`src/rtl/soc_bus_fabric.sv`:
```
// Address decoder, read-data mux and wait-state generator between a 65xx CPU bus and N slaves.
// Decode is combinational, read data returns one cycle after the accepted address, RDY stalls per-slave.
module soc_bus_fabric #(
  parameter int                       N_SLAVES      = 4,
  parameter int                       AW            = 16,
  parameter int                       DW            = 8,
  parameter logic [N_SLAVES*AW-1:0]   BASE          = {16'hF000, 16'h1040, 16'h1000, 16'h0000},
  parameter logic [N_SLAVES*AW-1:0]   MASK          = {16'hF000, 16'hFFC0, 16'hFFC0, 16'hF000},
  parameter logic [N_SLAVES*4-1:0]    WAIT          = {4'd0, 4'd2, 4'd0, 4'd0},
  parameter logic [DW-1:0]            UNMAPPED_DATA = 8'hFF
) (
  input  logic                   clk,
  input  logic                   reset,
  input  logic [AW-1:0]          cpu_ab,
  input  logic                   cpu_we_n,
  input  logic [DW-1:0]          cpu_do,
  output logic [DW-1:0]          cpu_di,
  output logic                   cpu_rdy,
  output logic [N_SLAVES-1:0]    s_cs_n,
  output logic                   s_we_n,
  output logic [DW-1:0]          s_wdata,
  input  logic [N_SLAVES*DW-1:0] s_rdata,
  output logic                   bus_err,
  output logic [AW-1:0]          bus_err_addr,
  input  logic                   err_clr
);

  localparam int SW = (N_SLAVES > 1) ? $clog2(N_SLAVES) : 1;

  typedef enum logic {ST_IDLE, ST_WAIT} state_t;

  state_t          state_q;
  logic [3:0]      wcnt_q;
  logic            done_q;
  logic            first_q;
  logic [AW-1:0]   prev_ab_q;
  logic            prev_we_q;
  logic [SW-1:0]   sel_q;
  logic            none_q;
  logic            bus_err_q;
  logic [AW-1:0]   bus_err_addr_q;

  logic [SW-1:0]   sel;
  logic            none;
  logic [3:0]      wait_sel;
  logic            new_acc;
  logic            stall;

  // Scan from the top down so the lowest-index hit wins on overlap.
  always_comb begin
    sel  = '0;
    none = 1'b1;
    for (int i = N_SLAVES - 1; i >= 0; i--) begin
      if ((cpu_ab & MASK[i*AW +: AW]) == (BASE[i*AW +: AW] & MASK[i*AW +: AW])) begin
        sel  = SW'(i);
        none = 1'b0;
      end
    end
  end

  assign wait_sel = WAIT[sel*4 +: 4];
  assign new_acc  = first_q | (cpu_ab != prev_ab_q) | (cpu_we_n != prev_we_q);
  assign stall    = (state_q == ST_IDLE) & ~done_q & ~none & (wait_sel != 4'd0) & new_acc;
  assign cpu_rdy  = (state_q == ST_IDLE) & ~stall;

  always_comb begin
    s_cs_n = '1;
    if (!none) s_cs_n[sel] = 1'b0;
  end

  assign s_we_n       = cpu_we_n | ~cpu_rdy | none;
  assign s_wdata      = cpu_do;
  assign cpu_di       = none_q ? UNMAPPED_DATA : s_rdata[sel_q*DW +: DW];
  assign bus_err      = bus_err_q;
  assign bus_err_addr = bus_err_addr_q;

  always_ff @(posedge clk) begin
    if (reset) begin
      state_q        <= ST_IDLE;
      wcnt_q         <= 4'd0;
      done_q         <= 1'b0;
      first_q        <= 1'b1;
      prev_ab_q      <= '0;
      prev_we_q      <= 1'b1;
      sel_q          <= '0;
      none_q         <= 1'b0;
      bus_err_q      <= 1'b0;
      bus_err_addr_q <= '0;
    end else begin
      first_q <= 1'b0;
      done_q  <= 1'b0;
      case (state_q)
        ST_IDLE: begin
          // The stall cycle in IDLE counts as the first wait cycle.
          if (stall) begin
            if (wait_sel == 4'd1) begin
              done_q <= 1'b1;
            end else begin
              state_q <= ST_WAIT;
              wcnt_q  <= wait_sel - 4'd1;
            end
          end
        end
        ST_WAIT: begin
          if (wcnt_q == 4'd1) begin
            state_q <= ST_IDLE;
            wcnt_q  <= 4'd0;
            done_q  <= 1'b1;
          end else begin
            wcnt_q <= wcnt_q - 4'd1;
          end
        end
        default: state_q <= ST_IDLE;
      endcase

      if (cpu_rdy) begin
        prev_ab_q <= cpu_ab;
        prev_we_q <= cpu_we_n;
        sel_q     <= sel;
        none_q    <= none;
      end

      // A fresh unmapped access coinciding with a clear re-arms the capture.
      if (cpu_rdy && none && (!bus_err_q || err_clr)) begin
        bus_err_q      <= 1'b1;
        bus_err_addr_q <= cpu_ab;
      end else if (err_clr) begin
        bus_err_q <= 1'b0;
      end
    end
  end

endmodule

```
`config.mk`:
```
export PLATFORM = sky130hd
export DESIGN_NAME = soc_bus_fabric
export DESIGN_NICKNAME = d
export VERILOG_FILES = /design/src/rtl/soc_bus_fabric.sv
export SDC_FILE = /design/constraint.sdc
export NUM_CORES = 1
export LEC_CHECK = 0
export BUFFER_PORTS_ARGS = -buffer_cell sky130_fd_sc_hd__buf_4
export CAP_MARGIN = 0
export CELL_PAD_IN_SITES_DETAIL_PLACEMENT = 0
export CELL_PAD_IN_SITES_GLOBAL_PLACEMENT = 1
export CORE_MARGIN = 8
export CORE_UTILIZATION = 38
export CTS_BUF_LIST = sky130_fd_sc_hd__clkbuf_8 sky130_fd_sc_hd__clkbuf_16
export DETAILED_ROUTE_END_ITERATION = 7
export PLACE_DENSITY_LB_ADDON = 0.12
export SYNTH_ARGS = -nofsm -noshare
export SYNTH_HDL_FRONTEND = slang
export SYNTH_SLANG_ARGS = --single-unit
```
`constraint.sdc`:
```
create_clock -name clk -period 3.81 [get_ports clk]
set_input_delay 0.1905 -clock clk [delete_from_list [all_inputs] [get_ports clk]]
set_output_delay 0.1905 -clock clk [all_outputs]
set_load 0.01 [all_outputs]
```
# --- Word-level counts from Yosys, hierarchy flattened ---
# Index checks and enable logic that the tools add are counted.
totals:
  mem_count: 0
  wordCells: 76
  regBits: 44
  inputBits: 60
  output_inout_bits: 39
  mem_bits_rw: 0
  latchBits: 0
  romBits: 0
op_classes:
  order_cmp: 2
  multipliers: 0
  bitwise: 15
  eq_ne: 9
  reduce_logical: 9
  n_shift: 2
  div_mod_pow: 0
  mux: 27
  addsub: 2
op_table:
  columns: ["cell", "n"]
  rows:
  - ["$shiftx 32x6->8", 1]
  - ["$eq 10x7->1 const B", 2]
  - ["$logic_not 16->1", 1]
  - ["$mux 4", 4]
  - ["$ne 16x16->1", 1]
  - ["$shiftx 16x5->4 const A", 1]
  - ["$mux 1", 14]
  - ["$eq 4x1->1 const B", 2]
  - ["$mux 2", 4]
  - ["$mux 8", 1]
  - ["$pmux 4 s2", 1]
  - ["$sub 4x1->4 const B", 2]
  - ["$and 1x1->1", 5]
  - ["$not 1->1", 5]
  - ["$eq 4x4->1 const B", 1]
  - ["$ne 2x2->1 const B", 2]
  - ["$not 4->4", 1]
  - ["$or 1x1->1", 4]
  - ["$pmux 1 s2", 2]
  - ["$reduce_bool 4->1", 1]
  - ["$logic_and 1x1->1", 3]
  - ["$lt 2x3->1 const B", 1]
  - ["$demux 1 s2", 1]
  - ["$ge 2x1->1 const B", 1]
  - ["5 further kinds", 5]

# --- Logic depth before layout (Yosys ltp) ---
# Gate-level depths: netlist of the first run.
depth:
  ltp_word: 14
  mapped_depth: 7
  ltp_nobuf: 6

# --- Least setup slack after synthesis of the first run ---
# OpenSTA, ideal clock, no wires.
synth_timing:
  path_type: "flip-flop to output port"
  startpoint: "reg sel_q[0]"
  endpoint: "out cpu_di[0]"
  path_slack_ns: 2.043
  arrival_ns: 1.576
  t_required_ns: 3.619
  n_path_buf: 1
  path_stages_with_launch: 4
  cell_sequence: "dfxtp_1 -> clkbuf_1 -> mux4_2 -> or2_2"
synth_via:
  elab_chain_len: 2
synth_lines:
  columns: ["item", "line_no", "text"]
  rows:
  - ["start: declaration", "38", "logic [SW-1:0] sel_q;"]
  - ["start signal: assignment", "119", "sel_q <= sel;"]
  - ["$shiftx 32x6->8", "73", "assign cpu_di = none_q ? UNMAPPED_DATA : s_rdata[sel_q*DW +: DW];"]
  - ["$mux 8", "73", null]
  - ["end: declaration", "17", "output logic [DW-1:0] cpu_di,"]
# Every way passes these cells.

# --- Worst setup path in the final report of the first run ---
layout_timing:
  startpoint: "reg prev_ab_q[4]"
  endpoint: "out s_we_n"
layout_via:
  elab_chain_len: 9
layout_lines:
  columns: ["item", "line_no", "text"]
  rows:
  - ["start: declaration", "36", "logic [AW-1:0] prev_ab_q;"]
  - ["start signal: assignment", "117", "prev_ab_q <= cpu_ab;"]
  - ["$ne 16x16->1", "62", "assign new_acc = first_q | (cpu_ab != prev_ab_q) | (cpu_we_n != prev_we_q);"]
  - ["$or 1x1->1 (2 in series)", "62", null]
  - ["$and 1x1->1", "63", "assign stall = (state_q == ST_IDLE) & ~done_q & ~none & (wait_sel != 4'd0) & new_acc;"]
  - ["$not 1->1", "64", "assign cpu_rdy = (state_q == ST_IDLE) & ~stall;"]
  - ["$and 1x1->1", "64", null]
  - ["$not 1->1", "71", "assign s_we_n = cpu_we_n | ~cpu_rdy | none;"]
  - ["$or 1x1->1 (2 in series)", "71", null]
  - ["end: declaration", "20", "output logic s_we_n,"]
# Every way passes these cells.

==> key figures, run 1 <==
Drt
  • Via density: 4.97
  • Routed WL per cell: 15.4 µm
  • Antenna viol nets, final: 0
  • Iter 0 DRT Violations: 57
  • Remaining DRCs: 0
  • Initial DRT Pass Iterations: 4
  • Routed wire length: about 6000 µm
  • Vias: 1933

Worst setup path
  • Critical path class: flop to primary output
  • Cell Chain, Critical Path: xnor2_1 -> nand4_1 -> or4b_4 -> o21a_4 -> inv_6 -> nand2_1 -> buf_4
  • Critical path arrival: 2.15 ns
  • CP Launch Type: flop
  • Crit path largest cell delay: 0.51 ns
  • Crit end category: primary output
  • CP max stage cell: or4b_4
  • Worst-path fanout max: 22
  • CP required: 3.62 ns

Timing
  • Final Cycle Share: 61.5%
  • Skew final: 0.0101 ns
  • Min Clock Period, post-route: 2.34 ns
  • Slew Limit Fails: 0
  • Min Hold Slack: 0.161 ns
  • Setup TNS: 0 ns
  • RSZ-0062 raised after global routing: false
  • # setup viols final: 0
  • Final Hold Violating Endpoints: 0
  • FMAX: between 400 and 500 MHz
  • Relative slew margins: 38.9%
  • Slew @ Worst Pin: 0.917 ns

Finish
  • Layout cells sized above 1: a little over a third
  • N_diodes: 0
  • Final non-filler cell total: 389
  • Final nets: roughly 370
  • Finished Cell Area: 3080 µm²
  • P&R area growth vs syn: 26.4%

Synthesis
  • #FFs+latches synth: 44
  • Count leader, synth: dfxtp_1
  • Synth area leader: dfxtp_1
  • EDFF count, synth: 0
  • Post-synth top cells: dfxtp_1 (44), mux2i_1 (33), nand2b_1 (33), nor2_1 (21), xor2_1 (12)
  • Unique masters post-synth: 47
  • Seq/Total Area, Yosys: 36.2%
  • Synth top area share: 36.2%
  • Main synth FF type: dfxtp_1
  • Synthesized netlist cell count: 244
  • Yosys warning count: 0
  • Async S/R FF share, synth: 0%
  • Ranking of synthesized cells by area: dfxtp_1 (36%), mux2i_1 (14%), nand2b_1 (8.5%), mux4_2 (7.4%), xor2_1 (4.3%)
  • Syn avg cell area: 9.97 µm²
  • Mapped Nets: 306
  • Synthesized area: 2430 µm²

Floorplanning
  • Die area: 9220 µm²
  • Core area: 6280 µm²
  • Core Rows: 29
  • Starting Density: 38.8%
  • Die height: between 90 and 100 µm
  • IO Pins: 99
  • Die width: 96.0 µm

Place
  • Placed Area: 3000 µm²
  • GPL Wtd Cong: 0.740
  • Placed Instances: between 300 and 400
  • DP Wirelength: approximately 4500 µm
  • PortBufs: between 80 and 90

Clocking
  • Clk sink count: between 40 and 50
  • Clock latency on the worst-skew pair: 0.29 ns
  • CTS Hold Bufs: 0
  • CTS Root Cell: clkbuf_8
  • CTS tree: built
  • Clock transition at path regs: 0.08 ns
  • Setup bufs post-CTS: 0
  • Maximum clock path buffer count: 2
  • Resized cells post-CTS: 0
  • H-tree Lvls: 2
  • Clock buffer count from CTS: 5

Global routing
  • GRT overflow: 0
  • First-pass GRT wire length: 9630 µm
  • Initial antenna violation count: 0
  • Vias in the first global route: 1967
  • Largest net degree at the start of global routing: 66
  • GRT Util Overall: a little over an eighth

Outcome
  • Run status: finished, final reports clean

Pwr
  • Leakage: roughly 1.4 nW
  • PwrDens: 312 nW/µm²
  • VDD IR max: 0.163 mV

Run
  • Number of max-cap violations: 0

Worst hold path
  • Min-Delay Path Class: input pin to flop
-- critical path, delay by kind of cell, from the launching register on --
family | cells | cell delay [ns]
flops | 1 | 0.33
compound gates | 1 | 0.24
xor+xnor | 1 | 0.18
simple gates | 3 | 0.75
buf+inv | 2 | 0.38
-- layer usage --
| metal | track usage (%) | part of all wire (%) |
|---|---|---|
| met5 | 0 | 0 |
| met4 | 3.84 | 0.90 |
| met3 | 4.52 | 9.6 |
| met2 | 20.1 | 45 |
| met1 | 17.0 | 45 |
-- state kept, by name, summed over array words and instances, names as in the netlist --
signal        count
bus_err_addr     16
prev_ab_q        16
wcnt_q            4
sel_q             2
bus_err           1
done_q            1
first_q           1
none_q            1
prev_we_q         1
state_q           1
-- area by class of cell --
class,instances,area [µm²]
Clock buffer,5,68.8
Clock inverter,2,8.76
Fill cell,619,3200
Inverter,7,31.3
Multi-Input combinational cell,172,1380
Sequential cell,44,881
Tap cell,77,96.3
Timing Repair Buffer,82,616
-- report_power, final --
group	leakage (nW)	switching (mW)	internal, mW
clock network	0.0452	0.150	0.122
logic	1.03	0.0781	0.109
registers	0.364	0.0161	0.485
-- final timing paths --
| check | cells after the start | start | slack [ns] | to |
|---|---|---|---|---|
| max reg2reg | 5 | state_q | 1.83 | bus_err_addr[4] |
| min reg2reg | 2 | prev_ab_q[5] | 0.49 | prev_ab_q[5] |
| max | 7 | prev_ab_q[4] | 1.47 | s_we_n |
| min | 3 | cpu_ab[0] | 0.16 | bus_err_addr[0] |
-- stage by stage --
step                      utilization (%)  setup WS [ns]  total power [mW]
after floorplan                         -           2.04             0.615
after global placement               47.8           1.72             0.700
after detailed placement             47.8           1.70             0.703
after CTS                            49.0           1.40             0.979
after global routing                 49.0           1.30              1.01
final                                49.0           1.47             0.960
-- cells by family (layout without fill, tap and decap cells) --
group                      count (synthesis)  count (layout)  synth area share (%)
AOI/OAI and AO/OA                         17              17                  5.24
xor gates and xnor gates                  17              17                  6.12
adders and majority gates                  2               2                  1.03
buffers and inverters                     28              96                  7.30
DFF                                       44              44                  36.2
muxes                                     42              42                  21.4
and+or+nand+nor                           94              94                  22.7
-- placed cells by master, fill, tap and decap left out, types with 2 or more instances in the layout --
master,n
buf_4,82
dfxtp_1,44
nand2b_1,33
mux2i_1,33
nor2_1,21
xor2_1,12
mux4_2,8
or2_2,8
inv_1,7
nand2_1,6
a21oi_1,6
xnor2_1,5
clkbuf_8,5
nand3_1,3
or3_1,3
nor4_1,3
nand4_1,2
or2b_1,2
ha_1,2
No activity file was read; power rests on OpenSTA's default activity.
==> run 2: changes to the inputs <==
--- a/config.mk
+++ b/config.mk
@@ -5,12 +5,13 @@
 export SDC_FILE = /design/constraint.sdc
 export NUM_CORES = 1
 export LEC_CHECK = 0
+export ABC_AREA = 1
 export BUFFER_PORTS_ARGS = -buffer_cell sky130_fd_sc_hd__buf_4
 export CAP_MARGIN = 0
 export CELL_PAD_IN_SITES_DETAIL_PLACEMENT = 0
 export CELL_PAD_IN_SITES_GLOBAL_PLACEMENT = 1
 export CORE_MARGIN = 8
-export CORE_UTILIZATION = 38
+export CORE_UTILIZATION = 30
 export CTS_BUF_LIST = sky130_fd_sc_hd__clkbuf_8 sky130_fd_sc_hd__clkbuf_16
 export DETAILED_ROUTE_END_ITERATION = 7
 export PLACE_DENSITY_LB_ADDON = 0.12
==> constraint.sdc (replaced) <==
create_clock -name clk -period 2.1 [get_ports clk]
set_input_delay 0.105 -clock clk [delete_from_list [all_inputs] [get_ports clk]]
set_output_delay 0.105 -clock clk [all_outputs]
set_load 0.01 [all_outputs]
==> run 2 against run 1 <==
Net effect:
- hold slack worse by 0.13 ns
- die area up 35%
- cell count up 59%
- area after synthesis up 13%
- clock power rose to 2.6 times the previous value
- first-iteration DRC count rose to 3.3 times the previous value
- sequential share of layout area down 3.6 points
- register-to-register slack worse by 1.3 ns
- combinational power up 120%
- critical path type unchanged
==> key figures, run 2 <==
Outcome
  • Run status: finished, final reports clean

Finish
  • Commonest non-fill, non-tap cell in the layout: nand2_1
  • Final nets: 568 (+52%)
  • Finished Core Util: 38.9% (-10 points)
  • Most frequent cells in the layout: nand2_1 (103), buf_4 (88), nor2_1 (71)
  • N_diodes: 0 (unchanged)
  • Layout cells sized above 1: 25.8% (-9.7 points)
  • Multi-input logic area: 1420 µm² (+3.2%)
  • P&R area growth vs syn: 28.3%
  • Finished Cell Area: 3530 µm² (+15%)
  • FF/Latch Area: 881 µm² (unchanged)
  • FILL cells: 995 (+61%)

Floorplanning
  • Die height: 112 µm (+16%)
  • Core area: 9060 µm² (+44%)
  • Die width: 112 µm (+16%)
  • Die area: 12500 µm² (+35%)
  • IO Pins: 99 (unchanged)
  • Starting Density: 30.3% (-8.5 points)
  • Core Rows: 35 (+21%)

Worst setup path
  • Critical path class: flop to primary output
  • Worst r2r path cells: 12 (+7)
  • Worst-path fanout max: 23 (+4.5%)
  • CP Launch Type: flop
  • RR Startpoint: prev_ab_q[2]
  • Crit path largest cell delay: 0.38 ns (-0.13 ns)
  • Cell Chain, Critical Path: inv_1 -> nand2_1 -> nand2_1 -> nor2_1 -> nand2_1 -> nor2_1 -> nand3_1 -> nand2_2 -> nand2_4 -> inv_6 -> buf_4
  • Critical Path Source: prev_ab_q[2]
  • Critical path arrival: 1.73 ns (-0.42 ns)
  • Worst setup endpoint: cpu_rdy
  • RR Endpoint: prev_ab_q[6]
  • CP required: 2.00 ns (-1.62 ns)
  • Reg2reg setup slack: 0.49 ns (-1.34 ns)
  • Top cell by count, worst path: nand2_1
  • CP max stage cell: dfxtp_1
  • Crit end category: primary output

Run
  • Number of max-cap violations: 0 (unchanged)

Synthesis
  • Post-synth top cells: nand2_1 (103), nor2_1 (71), inv_1 (70), dfxtp_1 (44), nand3_1 (24)
  • Mux contribution to synthesized area: 0% (-21 points)
  • Synth top area share: 32.1% (-4.1 points)
  • Synth Area in Compound Gates: 7.38% (+2.1 points)
  • Unique masters post-synth: 31 (-34%)
  • #FFs+latches synth: 44 (unchanged)
  • Async S/R FF share, synth: 0% (unchanged)
  • Count leader, synth: nand2_1
  • Synth area leader: dfxtp_1
  • Mapped Nets: 499 (+63%)
  • Seq/Total Area, Yosys: 32.1% (-4.1 points)
  • Post-Synth Adder-Cell Area: 0.911% (-0.12 points)
  • Main synth FF type: dfxtp_1
  • Synth Area in Simple Gates: 41.8% (+19 points)
  • Synthesized area: 2750 µm² (+13%)
  • EDFF count, synth: 0 (unchanged)
  • Post-synthesis xor/xnor area fraction: 1.59% (-4.5 points)
  • Syn avg cell area: 6.29 µm² (-37%)
  • Combinational family with the most area after synthesis: simple AND/OR/NAND/NOR gates
  • Ranking of synthesized cells by area: dfxtp_1 (32%), nand2_1 (14%), nor2_1 (9.7%), inv_1 (9.6%), nand3_1 (4.4%)
  • Yosys warning count: 0 (unchanged)
  • Synthesized netlist cell count: 437 (+79%)

Pwr
  • VDD IR max: 0.287 mV (+76%)
  • PwrDens: 582 nW/µm² (+87%)
  • Leakage: 1.94 nW (+34%)

Timing
  • Setup TNS: 0 ns (unchanged)
  • # setup viols final: 0 (unchanged)
  • Relative slew margins: 70.2% (+31 points)
  • Slew @ Worst Pin: 0.447 ns (-0.470 ns)
  • Final Hold Violating Endpoints: 0 (unchanged)
  • RSZ-0062 raised after global routing: false
  • Min Clock Period, post-route: approximately 1.8 ns
  • Final Cycle Share: between 80 and 90%
  • Slew Limit Fails: 0 (unchanged)
  • Min Hold Slack: 0.0313 ns (-0.130 ns)
  • FMAX: between 500 and 600 MHz
  • Skew final: 0.00602 ns (-0.00405 ns)

Drt
  • Antenna viol nets, final: 0 (unchanged)
  • Iter 0 DRT Violations: 187 (+230%)
  • Remaining DRCs: 0 (unchanged)
  • Vias: 2727 (+41%)
  • Via density: 4.41 (-11%)
  • Initial DRT Pass Iterations: 4 (unchanged)
  • Routed wire length: 8000 µm (+34%)
  • Routed WL per cell: 13.0 µm (-16%)

Global routing
  • GRT met1 Usage: 16.2% (-0.83 points)
  • GR peak layer: met2
  • Routing usage on met3: 3.08% (-1.4 points)
  • Largest net degree at the start of global routing: 40 (-39%)
  • GRT overflow: 0 (unchanged)
  • Vias in the first global route: 2738 (+39%)
  • GRT Util Overall: 12.8% (-0.37 points)
  • First-pass GRT wire length: 13300 µm (+38%)
  • Initial antenna violation count: 0 (unchanged)
  • GR Layer Usage met2: 20.6% (+0.55 points)

Place
  • GPL Wtd Cong: 0.795 (+7.4%)
  • DP Wirelength: 6010 µm (+32%)
  • PortBufs: 82 (unchanged)
  • Placed Area: 3390 µm² (+13%)

Clocking
  • H-tree Lvls: 2 (unchanged)
  • CTS Root Cell: clkbuf_8
  • Clk sink count: 44 (unchanged)
  • Setup bufs post-CTS: 0 (unchanged)
  • Clock buffer count from CTS: 5 (unchanged)
  • Clock latency on the worst-skew pair: 0.30 ns (about the same)
  • Maximum clock path buffer count: 2 (unchanged)
  • Clock transition at path regs: 0.09 ns (about the same)
  • CTS tree: built

Worst hold path
  • Min-Delay Path Class: input pin to flop
==> run 2: cell count changes after synthesis, moves of 8 or more <==
cell	delta
nand2_1	+97
inv_1	+64
nor2_1	+50
mux2i_1	-33
nand2b_1	-33
nand3_1	+21
o21ai_0	+20
nor2_2	+18
nand4_1	+16
xor2_1	-12
mux4_2	-8
o221ai_1	+8
==> run 2: timing repair <==
item | CTS | global route
hold buffers | 1 | 0
hold endpoints to repair | 3 | 0
endpoints found under the setup margin | 0 | 1
gates resized for setup | 0 | 1
==> run 2: worst max-delay path, delay by kind of cell (launching register included) <==
| kind | cells | cell delay (ns) |
|---|---|---|
| simple gates | 8 | 0.62 |
| flops | 1 | 0.38 |
| buf+inv | 3 | 0.42 |
==> run 2: worst min-delay path by stage <==
stage | start | end | slack [ns] | depth (start not counted)
2_1_floorplan | reset | first_q | 0.13 | 0
3_3_place_gp | cpu_do[2] | s_wdata[2] | 0.21 | 0
3_5_place_dp | cpu_do[2] | s_wdata[2] | 0.21 | 0
4_1_cts | cpu_we_n | prev_we_q | 0.02 | 3
5_1_grt | cpu_we_n | prev_we_q | 0.05 | 3
6_report | cpu_we_n | prev_we_q | 0.03 | 3
==> run 2: per-stage QoR <==
step | std cells | worst slack (ns) | power [mW]
3_5_place_dp | 609 | 0.458 | 1.36
6_report | 618 | 0.262 | 2.05
4_1_cts | 618 | 0.123 | 2.10
5_1_grt | 618 | 0.0552 | 2.18
3_3_place_gp | 609 | 0.470 | 1.36
2_1_floorplan | 437 | 0.752 | 1.18
==> run 2: cells by family after synthesis <==
group,count (synthesis)
fa+ha+maj,2
flops,44
compound gates,34
xor+xnor,5
buf+inv,103
simple gates,249
==> run 2: report_power, final <==
| group | internal (mW) | total, mW | leakage (nW) | switching [mW] |
|---|---|---|---|---|
| clock | 0.420 | 0.719 | 0.0645 | 0.299 |
| combinational | 0.203 | 0.417 | 1.51 | 0.214 |
| sequential | 0.886 | 0.917 | 0.365 | 0.0313 |
==> run 2: final cells by class <==
type | count | area share (%)
timing repair buffer | 89 | 19.0
tap | 111 | 3.94
clock inverter | 1 | 0.852
clock buffer | 7 | 2.73
inverter | 76 | 8.23
sequential | 44 | 25.0
multi-input combinational | 290 | 40.2
==> run 2: layer usage <==
layer | part of all wire (%) | wire length, µm | vias to the layer above
met3 | 5.2 | 419 | 9
met4 | 1.8 | 143 | 0
li1 | - | - | 1471
met5 | 0 | 0 | -
met2 | 44 | 3530 | 66
met1 | 49 | 3910 | 1181
==> run 3: changes to the inputs <==
--- a/config.mk
+++ b/config.mk
@@ -15,6 +15,7 @@
 export CTS_BUF_LIST = sky130_fd_sc_hd__clkbuf_8 sky130_fd_sc_hd__clkbuf_16
 export DETAILED_ROUTE_END_ITERATION = 7
 export PLACE_DENSITY_LB_ADDON = 0.12
+export REMOVE_ABC_BUFFERS = 1
 export SYNTH_ARGS = -nofsm -noshare
 export SYNTH_HDL_FRONTEND = slang
 export SYNTH_SLANG_ARGS = --single-unit
==> run 3 against run 2 <==
Net effect:
- combinational power barely moved
- utilization hardly changed
- sequential cell count stayed put
- first-iteration DRC count decreased by 47%
- routed wire length is 1.6% higher
- maximum frequency is 1.8% lower
- register-to-register slack better by 0.09 ns
- critical endpoint is now s_we_n
==> key figures, run 3 (same netlist as run 2, synthesis figures left out) <==
Floorplanning
  • Die width: 112 µm (unchanged)
  • Die height: 112 µm (unchanged)
  • Core Rows: 35 (unchanged)
  • Core area: 9060 µm² (unchanged)
  • Die area: 12500 µm² (unchanged)
  • Starting Density: 30.3% (unchanged)
  • IO Pins: 99 (unchanged)

Timing
  • Relative slew margins: 71.0% (+0.81 points)
  • FMAX: 534 MHz (-1.8%)
  • Slew @ Worst Pin: 0.435 ns (-0.0122 ns)
  • Min Clock Period, post-route: 1.87 ns (+0.0341 ns)
  • Slew Limit Fails: 0 (unchanged)
  • Setup TNS: 0 ns (unchanged)
  • # setup viols final: 0 (unchanged)
  • Final Cycle Share: 89.1% (+1.6 points)
  • Final Hold Violating Endpoints: 0 (unchanged)
  • Skew final: 0.00572 ns (-0.000307 ns)
  • RSZ-0062 raised after global routing: false

Finish
  • Multi-input logic area: 1420 µm² (unchanged)
  • P&R area growth vs syn: 28.3% (about the same)
  • Final nets: 570 (+0.35%)
  • N_diodes: 0 (unchanged)
  • Layout cells sized above 1: 26.3% (+0.49 points)
  • Commonest non-fill, non-tap cell in the layout: nand2_1
  • Most frequent cells in the layout: nand2_1 (103), buf_4 (90), inv_1 (71), nor2_1 (71), dfxtp_1 (42)
  • Finished Core Util: 38.9% (about the same)
  • FF/Latch Area: 883 µm² (+0.28%)
  • FILL cells: 998 (+0.30%)

Clocking
  • Maximum clock path buffer count: 2 (unchanged)
  • Clock transition at path regs: 0.09 ns (about the same)
  • Clock latency on the worst-skew pair: 0.29 ns (about the same)
  • CTS tree: built
  • CTS Root Cell: clkbuf_8
  • Clk sink count: 44 (unchanged)
  • H-tree Lvls: 2 (unchanged)
  • Clock buffer count from CTS: 5 (unchanged)

Drt
  • Routed WL per cell: 13.1 µm (+1.3%)
  • Highest routed layer: met4
  • Initial DRT Pass Iterations: 4 (unchanged)
  • WL met3: 468 µm (+12%)
  • Remaining DRCs: 0 (unchanged)
  • Met2 Routed Length: 3890 µm (+10%)
  • Iter 0 DRT Violations: 99 (-47%)
  • Routed wire length: 8140 µm (+1.6%)
  • Via density: 4.50 (+1.9%)
  • Vias: 2788 (+2.2%)
  • Antenna viol nets, final: 0 (unchanged)
  • Metal1 wirelength: 3730 µm (-4.8%)

Pwr
  • VDD IR max: 0.232 mV (-19%)
  • PwrDens: 562 nW/µm² (-3.5%)
  • Sw Share: 27.4% (+0.90 points)
  • P_int: 1.44 mW (-4.7%)
  • Leakage: 1.94 nW (+0.19%)
  • Switching pwr: 0.543 mW (-0.22%)
  • Design Power: 1.98 mW (-3.5%)
  • Seq pwr share: 46.3% (+1.6 points)
  • Combinational Power Share: 21.0% (+0.7 points)
  • Clk pwr share: 32.7% (-2.3 points)

Worst setup path
  • Worst path buffer plus inverter count: 2 (-1)
  • CP max stage cell: dfxtp_1
  • Worst-path fanout max: 5 (-78%)
  • CP Launch Type: flop
  • Cell Chain, Critical Path: inv_1 -> nand2_1 -> nand2_1 -> nor2_1 -> nand2_1 -> nor2_1 -> nand3_1 -> nand2_2 -> nand2_4 -> nor2_1 -> o21ai_0 -> buf_4
  • CP required: 2.00 ns (about the same)
  • Crit path largest cell delay: 0.38 ns (about the same)
  • CP delay by family, top: simple AND/OR/NAND/NOR gates
  • Critical path class: flop to primary output
  • Critical path arrival: 1.77 ns (+0.04 ns)
  • Crit end category: primary output

Place
  • DP Wirelength: 5940 µm (-1.1%)
  • GPL Wtd Cong: 0.782 (-1.6%)
  • PortBufs: 82 (unchanged)

Global routing
  • First-pass GRT wire length: 13800 µm (+3.8%)
  • Initial antenna violation count: 0 (unchanged)
  • Largest net degree at the start of global routing: 40 (unchanged)
  • Vias in the first global route: 2816 (+2.8%)
  • GRT Util Overall: 13.4% (+0.59 points)
  • GRT overflow: 0 (unchanged)

Run
  • Number of max-cap violations: 0 (unchanged)

Worst hold path
  • Min-Delay Path Class: input pin to flop

Outcome
  • Run status: finished, final reports clean
run 3: changes by cell type in the layout (fill, tap and decap cells not counted), sizes merged:
cell | previous run | this run
clkinv | 1 | 2
clkbuf | 7 | 5
inv | 75 | 76
buf | 88 | 90
run 3: repair_timing:
item / 4_1_cts / 5_1_grt
setup buffers: 0 / 0
resized for setup: 0 / 3
hold endpoints to repair: 3 / 0
hold buffers: 1 / 0
endpoints found under the setup margin: 0 / 1
run 3: area by class of cell:
class,instances,share of cell area [%]
inverters,76,8.24
well taps,111,3.94
clock inverters,3,1.10
repair buffers,91,19.5
clock buffers,5,1.95
multi-input cells,290,40.3
flip-flops and latches,44,25.1
run 3: final timing paths:
path	from	end	slack [ns]	cells after the start
worst min-delay path	cpu_we_n	prev_we_q	0.04	3
worst min register to register	prev_ab_q[2]	prev_ab_q[2]	0.48	2
worst max register to register	prev_ab_q[15]	sel_q[1]	0.58	12
worst max-delay path	prev_ab_q[15]	s_we_n	0.23	12
run 3: per-layer routing:
| layer | global-route usage (%) | vias up |
|---|---|---|
| met4 | 2.92 | 0 |
| li1 | - | 1479 |
| met1 | 16.0 | 1227 |
| met2 | 23.2 | 78 |
| met5 | 0 | - |
| met3 | 3.52 | 4 |
run 3: worst min-delay path: cells and delay by family:
| kind | cells | cell delay, ns |
|---|---|---|
| buffers and inverters | 1 | 0.10 |
| AND/OR/NAND/NOR | 2 | 0.10 |
run 3: power by group through the flow:
stage	sequential (mW)	combinational [mW]	clock (mW)
6_report	0.917	0.416	0.649
3_5_place_dp	0.936	0.422	0
3_3_place_gp	0.935	0.421	0
2_1_floorplan	0.948	0.202	0
4_1_cts	0.917	0.425	0.680
5_1_grt	0.924	0.477	0.709
run 3: through the flow:
step / std cells / cell area [µm²] / hold slack (ns) / setup slack [ns]
after floorplan: 410 / 2590 / 0.133 / 0.336
after global placement: 611 / 3400 / 0.210 / 0.473
after detailed placement: 611 / 3400 / 0.210 / 0.467
after CTS: 620 / 3520 / 0.0235 / 0.129
after global routing: 620 / 3520 / 0.0599 / 0.0365
final: 620 / 3520 / 0.0365 / 0.228
